===== src/rtl/mips_ctrl_pkg.sv =====
// Shared encodings for the multi-cycle MIPS controller.
//   - opcode / funct values of the supported instructions
//   - select codes for ALUctr, ExtOp, npc_sel, destination and write-data muxes
//   - 3-bit sequencer state enum and the instruction-class one-hot struct
package mips_ctrl_pkg;

  localparam logic [5:0] OP_RTYPE = 6'h00;
  localparam logic [5:0] OP_ORI   = 6'h0D;
  localparam logic [5:0] OP_LUI   = 6'h0F;
  localparam logic [5:0] OP_LW    = 6'h23;
  localparam logic [5:0] OP_SW    = 6'h2B;
  localparam logic [5:0] OP_BEQ   = 6'h04;
  localparam logic [5:0] OP_J     = 6'h02;
  localparam logic [5:0] OP_JAL   = 6'h03;

  localparam logic [5:0] FN_ADDU  = 6'h21;
  localparam logic [5:0] FN_SUBU  = 6'h23;

  localparam logic [2:0] ALU_ADD  = 3'b000;
  localparam logic [2:0] ALU_SUB  = 3'b001;
  localparam logic [2:0] ALU_OR   = 3'b010;
  localparam logic [2:0] ALU_PASS = 3'b011;

  localparam logic [1:0] EXT_ZERO = 2'b00;
  localparam logic [1:0] EXT_SIGN = 2'b01;
  localparam logic [1:0] EXT_LUI  = 2'b10;

  localparam logic [1:0] NPC_PC4  = 2'b00;
  localparam logic [1:0] NPC_BR   = 2'b01;
  localparam logic [1:0] NPC_JMP  = 2'b10;

  localparam logic [1:0] DST_RT   = 2'b00;
  localparam logic [1:0] DST_RD   = 2'b01;
  localparam logic [1:0] DST_RA   = 2'b10;

  localparam logic [1:0] WD_ALU   = 2'b00;
  localparam logic [1:0] WD_DM    = 2'b01;
  localparam logic [1:0] WD_PC4   = 2'b10;
  localparam logic [1:0] WD_EXT   = 2'b11;

  typedef enum logic [2:0] {
    S_IF  = 3'd0,
    S_DCD = 3'd1,
    S_EXE = 3'd2,
    S_MEM = 3'd3,
    S_WB  = 3'd4
  } state_t;

  // At most one bit set; all-zero means the encoding is unsupported.
  typedef struct packed {
    logic addu;
    logic subu;
    logic ori;
    logic lui;
    logic lw;
    logic sw;
    logic beq;
    logic j;
    logic jal;
  } iclass_t;

endpackage


===== src/rtl/mc_ctrl_decode.sv =====
// Combinational instruction classifier.
//   i_op      [5:0]  instr[31:26]
//   i_funct   [5:0]  instr[5:0] (only meaningful for R-type)
//   o_cls            one-hot instruction class
//   o_illegal        high when no supported instruction matches
module mc_ctrl_decode
  import mips_ctrl_pkg::*;
(
  input  logic [5:0] i_op,
  input  logic [5:0] i_funct,
  output iclass_t    o_cls,
  output logic       o_illegal
);

  always_comb begin
    o_cls = '0;
    case (i_op)
      OP_RTYPE: begin
        case (i_funct)
          FN_ADDU: o_cls.addu = 1'b1;
          FN_SUBU: o_cls.subu = 1'b1;
          default: o_cls = '0;
        endcase
      end
      OP_ORI:  o_cls.ori = 1'b1;
      OP_LUI:  o_cls.lui = 1'b1;
      OP_LW:   o_cls.lw  = 1'b1;
      OP_SW:   o_cls.sw  = 1'b1;
      OP_BEQ:  o_cls.beq = 1'b1;
      OP_J:    o_cls.j   = 1'b1;
      OP_JAL:  o_cls.jal = 1'b1;
      default: o_cls = '0;
    endcase
    o_illegal = (o_cls == '0);
  end

endmodule


===== src/rtl/mc_ctrl.sv =====
// Multi-cycle sequencer for the MIPS datapath: walks each instruction
// through IF/DCD/EXE/MEM/WB and drives every datapath select and strobe.
//   clk, rst (async, active low)
//   op, funct   instruction fields from IR
//   beqout      ALU equality result, consumed in EXE of beq
//   ALUctr, ExtOp, npc_sel, mux4_5sel, mux4_32sel, mux2sel   datapath selects
//   PCWr, IRWr, RegWrt, DMWrite                              write strobes
//   instr_done  equals PCWr (one pulse per instruction)
//   illegal     pulse in DCD for unsupported op/funct (retired as a nop)
//   instret     retired-instruction count, wraps silently
//   o_dbg_state current sequencer state
module mc_ctrl
  import mips_ctrl_pkg::*;
#(
  parameter int RET_W = 32
) (
  input  logic             clk,
  input  logic             rst,
  input  logic [5:0]       op,
  input  logic [5:0]       funct,
  input  logic             beqout,
  output logic [2:0]       ALUctr,
  output logic [1:0]       ExtOp,
  output logic [1:0]       npc_sel,
  output logic [1:0]       mux4_5sel,
  output logic [1:0]       mux4_32sel,
  output logic             mux2sel,
  output logic             PCWr,
  output logic             IRWr,
  output logic             RegWrt,
  output logic             DMWrite,
  output logic             instr_done,
  output logic             illegal,
  output logic [RET_W-1:0] instret,
  output logic [2:0]       o_dbg_state
);

  state_t           r_state;
  logic [RET_W-1:0] r_instret;
  iclass_t          w_cls;
  logic             w_illegal;

  mc_ctrl_decode u_decode (
    .i_op      (op),
    .i_funct   (funct),
    .o_cls     (w_cls),
    .o_illegal (w_illegal)
  );

  // Outputs are decoded from the registered state rather than registered
  // themselves: IR loads on the IF->DCD edge, so the DCD decode can only see
  // the new op/funct combinationally. In S_IF every strobe except IRWr is 0,
  // which also makes reset safe (no partial RegFile/DM write).
  always_comb begin
    ALUctr     = ALU_ADD;
    ExtOp      = EXT_ZERO;
    npc_sel    = NPC_PC4;
    mux4_5sel  = DST_RT;
    mux4_32sel = WD_ALU;
    mux2sel    = 1'b0;
    PCWr       = 1'b0;
    IRWr       = 1'b0;
    RegWrt     = 1'b0;
    DMWrite    = 1'b0;
    illegal    = 1'b0;
    case (r_state)
      S_IF: IRWr = 1'b1;
      S_DCD: begin
        if (w_cls.j || w_cls.jal) begin
          PCWr    = 1'b1;
          npc_sel = NPC_JMP;
        end
        if (w_cls.jal) begin
          RegWrt     = 1'b1;
          mux4_5sel  = DST_RA;
          mux4_32sel = WD_PC4;
        end
        if (w_illegal) begin
          illegal = 1'b1;
          PCWr    = 1'b1;
        end
      end
      S_EXE, S_MEM, S_WB: begin
        // ALU/extender controls are held from EXE through MEM and WB so the
        // ALU result stays valid while DM or RegFile consumes it.
        if (w_cls.subu || w_cls.beq) ALUctr = ALU_SUB;
        if (w_cls.ori) begin
          ALUctr  = ALU_OR;
          mux2sel = 1'b1;
        end
        if (w_cls.lui) ExtOp = EXT_LUI;
        if (w_cls.lw || w_cls.sw) begin
          ExtOp   = EXT_SIGN;
          mux2sel = 1'b1;
        end
        if (w_cls.beq) ExtOp = EXT_SIGN;
        if (r_state == S_EXE && w_cls.beq) begin
          PCWr    = 1'b1;
          npc_sel = beqout ? NPC_BR : NPC_PC4;
        end
        if (r_state == S_MEM && w_cls.sw) begin
          DMWrite = 1'b1;
          PCWr    = 1'b1;
        end
        if (r_state == S_WB) begin
          RegWrt = 1'b1;
          PCWr   = 1'b1;
          if (w_cls.addu || w_cls.subu) mux4_5sel = DST_RD;
          if (w_cls.lui) mux4_32sel = WD_EXT;
          if (w_cls.lw)  mux4_32sel = WD_DM;
        end
      end
      default: IRWr = 1'b0;
    endcase
    instr_done = PCWr;
  end

  always_ff @(posedge clk or negedge rst) begin
    if (!rst) begin
      r_state   <= S_IF;
      r_instret <= '0;
    end else begin
      if (PCWr) r_instret <= r_instret + {{(RET_W-1){1'b0}}, 1'b1};
      case (r_state)
        S_IF:    r_state <= S_DCD;
        S_DCD:   r_state <= (w_cls.j || w_cls.jal || w_illegal) ? S_IF : S_EXE;
        S_EXE: begin
          if (w_cls.beq)                r_state <= S_IF;
          else if (w_cls.lw || w_cls.sw) r_state <= S_MEM;
          else                          r_state <= S_WB;
        end
        S_MEM:   r_state <= w_cls.sw ? S_IF : S_WB;
        S_WB:    r_state <= S_IF;
        default: r_state <= S_IF;
      endcase
    end
  end

  assign instret     = r_instret;
  assign o_dbg_state = r_state;

endmodule


===== config.mk =====
export PLATFORM = sky130hd
export DESIGN_NAME = mc_ctrl
export DESIGN_NICKNAME = d
export VERILOG_FILES = /design/src/rtl/mips_ctrl_pkg.sv /design/src/rtl/mc_ctrl_decode.sv /design/src/rtl/mc_ctrl.sv
export SDC_FILE = /design/constraint.sdc
export NUM_CORES = 1
export LEC_CHECK = 0
export BUFFER_PORTS_ARGS = -buffer_cell sky130_fd_sc_hd__buf_2
export CORE_AREA = 8 8 71 73
export DETAILED_ROUTE_END_ITERATION = 10
export DIE_AREA = 0 0 79 81
export HOLD_SLACK_MARGIN = 0.12
export PLACE_DENSITY = 0.82
export SLEW_MARGIN = 20
export SYNTH_ARGS = -nofsm -noshare
export SYNTH_HDL_FRONTEND = slang
export SYNTH_SLANG_ARGS = --single-unit

===== constraint.sdc =====
create_clock -name clk -period 3.7 [get_ports clk]
set_input_delay 0.555 -clock clk [delete_from_list [all_inputs] [get_ports clk]]
set_output_delay 0.555 -clock clk [all_outputs]
set_load 0.05 [all_outputs]

; Word level (Yosys, flattened, before mapping)
; Index checks and enable logic that the tools add are counted.
; Widths: inputs -> output; s select.
[op_classes]
add_sub_neg = 1
n_eq_ne = 13
muxes = 51
n_reduce_logical = 11
[op_table]
columns = op, n
row1 = $add 32x1->32 const B, 1
row2 = $mux 1, 29
row3 = $eq 6x6->1 const B, 4
row4 = $mux 2, 11
row5 = $mux 3, 5
row6 = $eq 6x2->1 const B, 2
row7 = $eq 6x4->1 const B, 2
row8 = $pmux 2 s2, 3
row9 = $pmux 3 s4, 1
row10 = $logic_not 9->1, 1
row11 = $eq 3x2->1 const B, 2
row12 = $eq 6x3->1 const B, 1
row13 = $logic_not 6->1, 1
row14 = $logic_or 1x1->1, 5
row15 = $pmux 1 s2, 2
row16 = $eq 3x1->1 const B, 1
row17 = $eq 3x3->1 const B, 1
row18 = $logic_not 3->1, 1
row19 = $reduce_or 3->1, 1
row20 = $logic_and 1x1->1, 2
[totals]
regBits = 35
inputBits = 15

; Logic depth before layout (Yosys ltp)
[depth]
ltp_word = 7
depth_mapped = 9

; Hierarchy
; A second synthesis with hierarchy kept.
[unflattened]
hier_cells = 207
hier_area_um2 = 2073.2
[modules_own_cells]
columns = module, n_inst, cells_each, area_each_um2, seq_area_each_um2
row1 = mc_ctrl, 1, 179, 1885.6, 875.8
row2 = mc_ctrl_decode, 1, 28, 187.7, 0.0

; Worst setup path after synthesis
; Ideal clock, no wire load.
[synth_path]
kind = reg-to-output
startpoint = register r_state[0], in the netlist o_dbg_state[0]
endpoint = output instr_done
arrival_time_ns = 3.105
required_ns = 3.145
setup_slack_ns = 0.040
path_stages_with_launch = 9
cell_sequence = dfrtp_1 > buf_2 > nor3b_1 > o31ai_1 > nor3_1 > nor4_4 > inv_2 > buf_6 > buf_4
[synth_via]
elab_chain_len = 6
[synth_rtl]
columns = item, line_no
row1 = "start, declared", mc_ctrl.sv:38  ; state_t r_state;
row2 = "start signal, assigned", mc_ctrl.sv:126  ; S_DCD: r_state <= (w_cls.j || w_cls.jal || w_illegal) ? S_IF : S_EXE;
row3 = "start signal, assigned", mc_ctrl.sv:132  ; S_MEM: r_state <= w_cls.sw ? S_IF : S_WB;
row4 = $eq 3x2->1, "mc_ctrl.sv:66, mc_ctrl.sv:97"
row5 = $logic_and 1x1->1, mc_ctrl.sv:97  ; if (r_state == S_EXE && w_cls.beq) begin
row6 = $mux 1, mc_ctrl.sv:97
row7 = $mux 1, mc_ctrl.sv:101  ; if (r_state == S_MEM && w_cls.sw) begin
row8 = $mux 1, mc_ctrl.sv:105  ; if (r_state == S_WB) begin
row9 = $pmux 1 s2 (*), mc_ctrl.sv:66  ; case (r_state)
row10 = "end, declared", mc_ctrl.sv:32  ; output logic instr_done,
; Mark *: on every way between the ends. The rest lies on a longest branch, timed or not.

; Worst setup path after layout
[layout_path]
startpoint = input op[1]
endpoint = output PCWr
[layout_via]
elab_chain_len = 7
[layout_rtl]
columns = item, line_no
row1 = "start, declared", mc_ctrl.sv:19  ; input logic [5:0] op,
row2 = $eq 6x3->1, mc_ctrl_decode.sv:17  ; case (i_op)
row3 = $mux 1, n/a
row4 = $logic_and 1x1->1, mc_ctrl.sv:97
row5 = $mux 1, mc_ctrl.sv:97
row6 = $mux 1, mc_ctrl.sv:101
row7 = $mux 1, mc_ctrl.sv:105
row8 = $pmux 1 s2 (*), mc_ctrl.sv:66
row9 = "end, declared", mc_ctrl.sv:28  ; output logic PCWr,
; Marked as above.

==> summary.md <==
| Metric | Value |
|---|---|
| Initial antenna violation count | 0 |
| Nets | 289 |
| Grt ovf | 0 |
| Inserted Clock Buffers | 5 |
| H-tree Lvls | 2 |
| CP max FO | 22 |
| Pre-antenna DRT Iters | 4 |
| Slew @ Worst Pin | 737 ps |
| Critical R2R Launch | o_dbg_state[0] |
| Status | complete, no violations |
| HP Class | input pin to async pin |
| Die area | 6400 µm² |
| Final std cells w/o fill | 324 |
| Core area | 3910 µm² |
| Data arrival, critical path | 2480 ps |
| Setup TNS Final | 0 ps |
| Worst Clk Skew | 5.00 ps |
| First-pass GRT wire length | 7.77 mm |
| Initial Util | 0.518 |
| Yosys top cell area share | 0.432 |
| GRT Resource Usage Total | 0.149 |
| Postcts setup bufs | 0 |
| Placed Cells | 316 |
| Top_reg_cell synth | dfrtp_1 |
| Hold-fix buffers at CTS | 0 |
| Final wirelength | 4.78 mm |
| CTS tree | built |
| Post-route ant nets | 0 |
| Max-cap viol count | 0 |
| Row count | 23 |
| Async SR Flop Fraction | 1.00 |
| Pwr Total | 1.27 mW |
| Final Cycle Share | 0.820 |
| RSZ-0062 raised after global routing | false |
| Pwr dens | 521 nW/µm² |
| Mapped Area | 2030 µm² |
| Final setup fails | 0 |
| Synth unique cells | 45 |
| Max Slew Vio Count | 0 |
| Synth cell count leaders | 35 x dfrtp_1, 21 x xnor2_1, 19 x nand2_1 |
| Startpoint types | input pin |
| DR vias | 1,753 |
| Post_cts resized | 0 |
| Max VDD drop | 0.000464 V |
| Most frequent cell after synthesis | dfrtp_1 |
| Bufs on Longest Clock Path | 2 |
| # diodes | 0 |
| Via density | 5.41 |
| Routed wire length per instance | 14.7 µm |
| CTS Root Buffer Type | clkbuf_8 |
| IO Port Bufs | 66 |
| Layout Utilization | 0.624 |
| Number of flops mapped to enable cells by yosys | 0 |
| Largest net degree at the start of global routing | 36 |
| Critical path required time | 3140 ps |
| Placer Congestion | 0.872 |
| HPWL after DPL | 3.62 mm |
| Top cells by area, synth | dfrtp_1 43%, xnor2_1 9.1%, nand4_1 4.6% |
| Max_slew headroom | 0.509 |
| Initial DRC Count | 110 |
| Filler Cell Count | 364 |
| DR DRC count | 0 |
| Leakage | 1.24 nW |
| Die height | 81 µm |
| Clock Pin Slew Worst Setup and Hold Paths | 70 ps |
| Non-Filler Cell Area, Final | 2440 µm² |
| Worst-Skew Late Latency | 280 ps |
| Hold Vio Cnt, Final | 0 |
| Area Overhead vs Synth | 20.4% |
| Number of global-route vias before repair | 1,667 |
| Reg area | 876 µm² |
| Cell count after synthesis | 208 |
| Worst r2r dst | instret[30] |
| Leading area contributor after synthesis | dfrtp_1 |
| R2R Setup Slk | 1450 ps |
| Post-Syn Nets | 224 |
| Footprint of the multi-input gates | 1060 µm² |
| Setup crit end kind | output port |
| Fraction of layout cells with a size suffix above 1 | 0.332 |
| Worst R2R Path Depth | 7 |
| Post-Syn Area per Cell | 9.75 µm² |
| Synth Register Bits | 35 |
| Crit path kind | input pin to output port |
| Yosys warning count | 0 |
| # IOs | 68 |
| Max Fclk | 329 MHz |
| Min Tclk post-route | 3040 ps |
| Clock sinks | 35 |
| Area post-placement | 2360 µm² |
| Die W | 79 µm |
| Seq/Total Area, Yosys | 0.432 |
-- critical path, stage by stage --
cell	delay, ps
buf_2	130
or4_4	550
or3_1	330
a21oi_2	210
nor4_4	60
inv_2	300
buf_2	340
-- per-layer routing --
layer / global-route usage / up-vias / part of all wire
met1: 0.190 / 831 / 0.44
met2: 0.233 / 49 / 0.49
li1: - / 867 / -
met5: 0 / - / 0
met3: 0.0364 / 6 / 0.055
met4: 0.0722 / 0 / 0.017
-- power by group --
part / switching [mW] / total [mW] / internal (mW)
Combinational: 0.405 / 0.530 / 0.125
Sequential: 0.0588 / 0.483 / 0.424
Clock: 0.126 / 0.258 / 0.132
Total: 0.590 / 1.27 / 0.681
-- flip-flops by register name, summed over array words and instances, names as in the netlist --
signal       cells
instret         32
o_dbg_state      3
-- area by class of cell --
cell class	instances	area share
Inverter	4	0.00615
Clock inverter	1	0.00205
Multi-Input combinational cell	159	0.435
Tap cell	50	0.0256
Timing Repair Buffer	68	0.141
Sequential cell	35	0.359
Clock buffer	7	0.0313
-- placed cells by master (no fill, tap or decap), drive strengths merged, types with 5 or more instances in the layout --
master | netlist | final
dfrtp | 35 | 35
and3 | 8 | 8
clkbuf | 2 | 7
nand4 | 16 | 16
nand3 | 15 | 15
buf | 8 | 68
a21oi | 5 | 5
nor3 | 11 | 11
nand2 | 19 | 19
xor2 | 10 | 10
xnor2 | 21 | 21
nor2 | 13 | 13
-- stage by stage --
| step | worst slack [ps] | hold WS (ps) |
|---|---|---|
| floorplan | 40.0 | 259 |
| global placement | 710 | 459 |
| detailed placement | 672 | 465 |
| CTS | 663 | 358 |
| global route | 568 | 384 |
| finish | 665 | 330 |
-- worst max path at each step --
stage | cells after the start | end | slack, ps | from
6_report | 7 | PCWr | 660 | op[1]
5_1_grt | 7 | PCWr | 570 | op[1]
4_1_cts | 7 | PCWr | 660 | op[1]
3_5_place_dp | 7 | PCWr | 670 | op[1]
3_3_place_gp | 7 | instr_done | 710 | op[1]
2_1_floorplan | 8 | instr_done | 40 | o_dbg_state[0]
-- cell families (layout without fill, tap and decap cells) --
kind of cell | after synthesis | after routing | synth area share
xor+xnor | 31 | 31 | 0.134
buf+inv | 14 | 80 | 0.0450
other cells | 1 | 1 | 0.00185
flops | 35 | 35 | 0.432
simple gates | 113 | 113 | 0.333
fa+ha+maj | 1 | 1 | 0.00617
compound gates | 13 | 13 | 0.0487
Note: power is estimated with default switching activity, not from simulation.
